--- src/rtl/jk_exc_pkg.sv ---
// Purpose : shared types and helpers for the JK excitation driver.
// Latency : n/a (types, constants and pure functions only).
// Backpr. : n/a.
// Contents: FSM state enum, counter-width helper, per-bit JK excitation function.
package jk_exc_pkg;

  typedef enum logic [1:0] {
    ST_IDLE   = 2'd0,
    ST_DRIVE  = 2'd1,
    ST_SETTLE = 2'd2
  } jk_state_e;

  // Counters are never narrower than one bit, even when they only count to 0.
  localparam int CNT_MIN_W = 1;

  // Width of a counter that must hold values 0..n.
  function automatic int cnt_width(input int n);
    int w;
    w = $clog2(n + 1);
    return (w < CNT_MIN_W) ? CNT_MIN_W : w;
  endfunction

  // Minimal JK excitation with don't-cares resolved to 0: returns {j, k}.
  // Hold cases (0->0, 1->1) give j=k=0; the toggle code j=k=1 never appears.
  function automatic logic [1:0] jk_excite(input logic tgt, input logic q);
    return {tgt & ~q, ~tgt & q};
  endfunction

endpackage

--- src/rtl/jk_exc_encode.sv ---
// Purpose : WIDTH-bit combinational JK excitation encoder (target vs present Q).
// Latency : 0 cycles, purely combinational.
// Backpr. : none; output follows inputs.
// Ports   : tgt/q in (WIDTH), j/k out (WIDTH).
module jk_exc_encode
  import jk_exc_pkg::*;
#(
  parameter int WIDTH = 4
) (
  input  logic [WIDTH-1:0] tgt,
  input  logic [WIDTH-1:0] q,
  output logic [WIDTH-1:0] j,
  output logic [WIDTH-1:0] k
);

  for (genvar i = 0; i < WIDTH; i++) begin : g_bit
    assign {j[i], k[i]} = jk_excite(tgt[i], q[i]);
  end

endmodule

--- src/rtl/jk_excitation_driver.sv ---
// Purpose : drives J/K excitation into a JK flip-flop bank, verifies Q, retries on mismatch.
// Latency : 2+SETTLE cycles accept-to-done; each retry adds 1+SETTLE cycles.
// Backpr. : in_ready only while idle; in_valid outside idle is ignored.
// Ports   : C/RESETn clock and async active-low reset; in_valid/in_ready/in_target request;
//           q_fb bank feedback; j_out/k_out excitation; busy, done/err pulses, err_bits.
module jk_excitation_driver
  import jk_exc_pkg::*;
#(
  parameter int WIDTH     = 4,
  parameter int SETTLE    = 1,
  parameter int MAX_RETRY = 2
) (
  input  logic             C,
  input  logic             RESETn,
  input  logic             in_valid,
  output logic             in_ready,
  input  logic [WIDTH-1:0] in_target,
  input  logic [WIDTH-1:0] q_fb,
  output logic [WIDTH-1:0] j_out,
  output logic [WIDTH-1:0] k_out,
  output logic             busy,
  output logic             done,
  output logic             err,
  output logic [WIDTH-1:0] err_bits
);

  localparam int RETRY_W  = cnt_width(MAX_RETRY);
  localparam int SETTLE_W = cnt_width(SETTLE);
  localparam logic [RETRY_W-1:0]  RETRY_LAST  = RETRY_W'(MAX_RETRY);
  localparam logic [SETTLE_W-1:0] SETTLE_LAST = SETTLE_W'(SETTLE - 1);

  jk_state_e           state_q, state_d;
  logic [WIDTH-1:0]    tgt_q, tgt_d;
  logic [WIDTH-1:0]    j_q, j_d;
  logic [WIDTH-1:0]    k_q, k_d;
  logic [WIDTH-1:0]    err_bits_q, err_bits_d;
  logic [RETRY_W-1:0]  retry_q, retry_d;
  logic [SETTLE_W-1:0] settle_q, settle_d;
  logic                in_ready_q, in_ready_d;
  logic                busy_q, busy_d;
  logic                done_q, done_d;
  logic                err_q, err_d;

  logic [WIDTH-1:0]    enc_tgt;
  logic [WIDTH-1:0]    enc_j;
  logic [WIDTH-1:0]    enc_k;
  logic                accept;

  // in_ready_q is low for the first cycle after reset, so no accept happens then.
  assign accept  = (state_q == ST_IDLE) && in_valid && in_ready_q;

  // On accept the encoder sees the incoming word; on a retry, the latched target.
  assign enc_tgt = (state_q == ST_IDLE) ? in_target : tgt_q;

  jk_exc_encode #(
    .WIDTH (WIDTH)
  ) u_encode (
    .tgt (enc_tgt),
    .q   (q_fb),
    .j   (enc_j),
    .k   (enc_k)
  );

  always_comb begin
    state_d    = state_q;
    tgt_d      = tgt_q;
    retry_d    = retry_q;
    settle_d   = settle_q;
    err_bits_d = err_bits_q;
    j_d        = '0;
    k_d        = '0;
    in_ready_d = 1'b0;
    busy_d     = 1'b0;
    done_d     = 1'b0;
    err_d      = 1'b0;

    case (state_q)
      ST_IDLE: begin
        if (accept) begin
          tgt_d      = in_target;
          retry_d    = '0;
          j_d        = enc_j;
          k_d        = enc_k;
          err_bits_d = '0;
          busy_d     = 1'b1;
          state_d    = ST_DRIVE;
        end else begin
          in_ready_d = 1'b1;
        end
      end

      ST_DRIVE: begin
        settle_d = SETTLE_LAST;
        busy_d   = 1'b1;
        state_d  = ST_SETTLE;
      end

      ST_SETTLE: begin
        if (settle_q != '0) begin
          settle_d = settle_q - SETTLE_W'(1);
          busy_d   = 1'b1;
        end else if (q_fb == tgt_q) begin
          done_d     = 1'b1;
          in_ready_d = 1'b1;
          state_d    = ST_IDLE;
        end else if (retry_q < RETRY_LAST) begin
          // Compare precedes increment, so retry_q never exceeds RETRY_LAST.
          retry_d = retry_q + RETRY_W'(1);
          j_d     = enc_j;
          k_d     = enc_k;
          busy_d  = 1'b1;
          state_d = ST_DRIVE;
        end else begin
          err_d      = 1'b1;
          err_bits_d = q_fb ^ tgt_q;
          in_ready_d = 1'b1;
          state_d    = ST_IDLE;
        end
      end

      default: begin
        state_d = ST_IDLE;
      end
    endcase
  end

  always_ff @(posedge C or negedge RESETn) begin
    if (!RESETn) begin
      state_q    <= ST_IDLE;
      tgt_q      <= '0;
      retry_q    <= '0;
      settle_q   <= '0;
      err_bits_q <= '0;
      j_q        <= '0;
      // All-ones K clears the bank while reset is held.
      k_q        <= '1;
      in_ready_q <= 1'b0;
      busy_q     <= 1'b0;
      done_q     <= 1'b0;
      err_q      <= 1'b0;
    end else begin
      state_q    <= state_d;
      tgt_q      <= tgt_d;
      retry_q    <= retry_d;
      settle_q   <= settle_d;
      err_bits_q <= err_bits_d;
      j_q        <= j_d;
      k_q        <= k_d;
      in_ready_q <= in_ready_d;
      busy_q     <= busy_d;
      done_q     <= done_d;
      err_q      <= err_d;
    end
  end

  assign in_ready = in_ready_q;
  assign j_out    = j_q;
  assign k_out    = k_q;
  assign busy     = busy_q;
  assign done     = done_q;
  assign err      = err_q;
  assign err_bits = err_bits_q;

endmodule
--- config.mk ---
export PLATFORM = sky130hd
export DESIGN_NAME = jk_excitation_driver
export DESIGN_NICKNAME = d
export VERILOG_FILES = /design/src/rtl/jk_exc_pkg.sv /design/src/rtl/jk_exc_encode.sv /design/src/rtl/jk_excitation_driver.sv
export SDC_FILE = /design/constraint.sdc
export NUM_CORES = 1
export LEC_CHECK = 0
export ABC_CLOCK_PERIOD_IN_PS = 1300
export CORE_MARGIN = 2
export CORE_UTILIZATION = 41
export CTS_BUF_LIST = sky130_fd_sc_hd__clkbuf_16
export DETAILED_ROUTE_END_ITERATION = 10
export GPL_TIMING_DRIVEN = 0
export PLACE_DENSITY = 0.73
export SLEW_MARGIN = 25
export SYNTH_ARGS = -nofsm -noshare
export SYNTH_HDL_FRONTEND = slang
export SYNTH_SLANG_ARGS = --single-unit
--- constraint.sdc ---
create_clock -name C -period 1.3 [get_ports C]
set_input_delay 0.13 -clock C [delete_from_list [all_inputs] [get_ports C]]
set_output_delay 0.13 -clock C [all_outputs]
set_load 0.1 [all_outputs]
==> run metrics <==
vias in the first global route 751; CP Data Required Time between 1000 and 1500 ps; height of the die 53.0 um; Vias roughly 770; Starting Density 0.441; skew final 3.71 ps; post-route minimum period 1380 ps; f_max 725 MHz; max-capacitance violation count 0; final hold viol count 0; Post-Syn Instances 75; met1 Track Usage GR 0.247; Critical Path AT about 1600 ps; Final HPWL DP 1420 um; crit end category flop; largest net degree at the start of global routing 25; setup TNS -547 ps; row count 17; first-pass GRT wire length 3620 um; Syn Std Cell Area 985 sq um; Inserted Clock Buffers 3; drt wl/cell approximately 15 um; Startpoint Class flop; Inst Count DP 129; DRC viols 0; worst hold path type input port to async pin; Die Wd around 53 um; sequential share of the synthesized area 0.615; Finish-stage setup viols 12; worst-margin pin slew 552 ps; clock slew at reported path FFs 60 ps; fin crit share 1.06; Reg2Reg Depth 5; Syn-to-layout area delta 63.2%; YS warnings 0; clk buf depth 2; Post-synth EDFFs 0; first-pass detailed-route iteration total 4; GPL Wtd Cong between 0.7 and 0.8; DRT iter0 DRCs 10; clock sink count 24; RSZ-0062 raised after global routing yes; GRT Resource Usage Total 0.185; fraction of layout cells with a size suffix above 1 0.592; Top FF cell, synth dfrtp_1; DRT Wirelength 2230 um; antenna violations before repair 0; worst rel slew slack 0.634; post-route ant nets 0; failing checks setup timing; status complete, but fails checks; H-tree depth 1; area of the die 0.00281 sq mm; core region area 0.00223 sq mm; filler-free cell count of the finished design ~150; # nets final 132; crit path kind flop to flop; total grt overflow 0; post-synthesis net count 86; Root Buffer clkbuf_16; worst skew pair latency 260 ps; M2 GR Usage 0.294; grt peak-use layer met2; Final Max Slew Viols 0; critical-path maximum fanout 5; number of diodes 0; fin worst setup slack -78.7 ps; IO buf count 26; CTS tree done; Synth Register Bits 24; syn_area_per_cell 13.1 sq um; routing usage on met3 0.0339; Top Ports 27; DR vias/cell between 5 and 6; asr flop ratio synth 1.00; Netlist cell types 25
[synthesized netlist by cell type (all sizes together), types with 2 or more instances]
cell type	n	area, sq um
dfstp	4	105
o2bb2ai	4	35.0
nand2	5	18.8
inv	3	11.3
mux2	4	45.0
mux2i	5	50.1
and3	5	31.3
xnor2	4	35.0
nor2	5	26.3
nor3	4	20.0
dfrtp	20	500
nand3	2	15.0
[through the flow]
step            util  setup slack [ps]  cell area [sq um]  hold slack (ps)
5_1_grt        0.719              -163               1610              446
3_5_place_dp   0.596              -465               1330              477
2_1_floorplan      -             0.749               1030             -166
3_3_place_gp   0.596              -451               1330              460
6_report       0.719             -78.7               1610              382
4_1_cts        0.675              -103               1510              478
[per-layer routing]
metal | vias up | routed length (um)
met1 | 384 | 954
li1 | 353 | -
met2 | 23 | 1130
met5 | - | 0
met3 | 6 | 91
met4 | 0 | 61
[critical path, stage by stage (launching register included)]
cell and delay (ps):
dfrtp_1 420, xnor2_2 250, nand4_4 170, a21boi_4 220, inv_2 90, and3_4 180
[cell usage in the layout, fill, tap and decap left out, types with 2 or more instances in the layout]
master / Yosys / layout
dfrtp_1: 20 / 19
buf_4: 0 / 16
clkdlybuf4s50_1: 0 / 9
clkdlybuf4s15_2: 0 / 7
buf_2: 1 / 6
xnor2_2: 0 / 4
and3_4: 0 / 4
nand2_1: 5 / 4
mux2_2: 4 / 4
dfstp_2: 4 / 4
inv_1: 2 / 3
mux2i_2: 0 / 3
nor3_1: 4 / 3
nor2_1: 4 / 3
o2bb2ai_2: 0 / 3
clkbuf_16: 0 / 3
buf_6: 0 / 2
nor2_4: 1 / 2
mux2i_1: 5 / 2
[final timing paths]
kind	start	end	slack, ps
min in group C	err_bits[2]	err_bits[2]	500
max	tgt_q[2]	k_out[0]	-80
max reg2reg	tgt_q[2]	k_out[0]	-80
min reg2reg	err_bits[2]	err_bits[2]	500
min	RESETn	state_q[0]	380
max in group asynchronous	RESETn	in_ready	530
[cell families after synthesis]
family | after synthesis | share of synthesized area
AND/OR/NAND/NOR | 25 | 0.145
XOR/XNOR | 4 | 0.0356
multiplexers | 9 | 0.0966
flip-flops | 24 | 0.615
buffers and inverters | 4 | 0.0165
AO/OA/AOI/OAI | 9 | 0.0915
[layout make-up]
type	instances	area [sq um]
inverter	3	11.3
sequential	24	609
multi-input combinational	47	513
clock buffer	3	75.1
fill	148	627
timing repair buffer	41	348
buffer	1	11.3
tap	28	35.0
clock inverter	1	3.75
[state kept, by name, indices dropped and copies added (netlist names)]
| name | cells |
|---|---|
| state_q | 2 |
| busy | 1 |
| err | 1 |
| done | 1 |
| k_out | 4 |
| j_out | 4 |
| in_ready | 1 |
| err_bits | 4 |
| retry_q | 2 |
| tgt_q | 4 |
[what timing repair did]
item,4_1_cts,5_1_grt
setup endpoints to repair,34,26
gates resized for setup,76,20
pin swaps,7,6
hold buffers,0,1
hold endpoints to repair,0,20
setup buffers,7,7
Power is left out: the tool's default activity adds up to more than one toggle a clock period on the data nets, which glitch-free logic cannot reach.
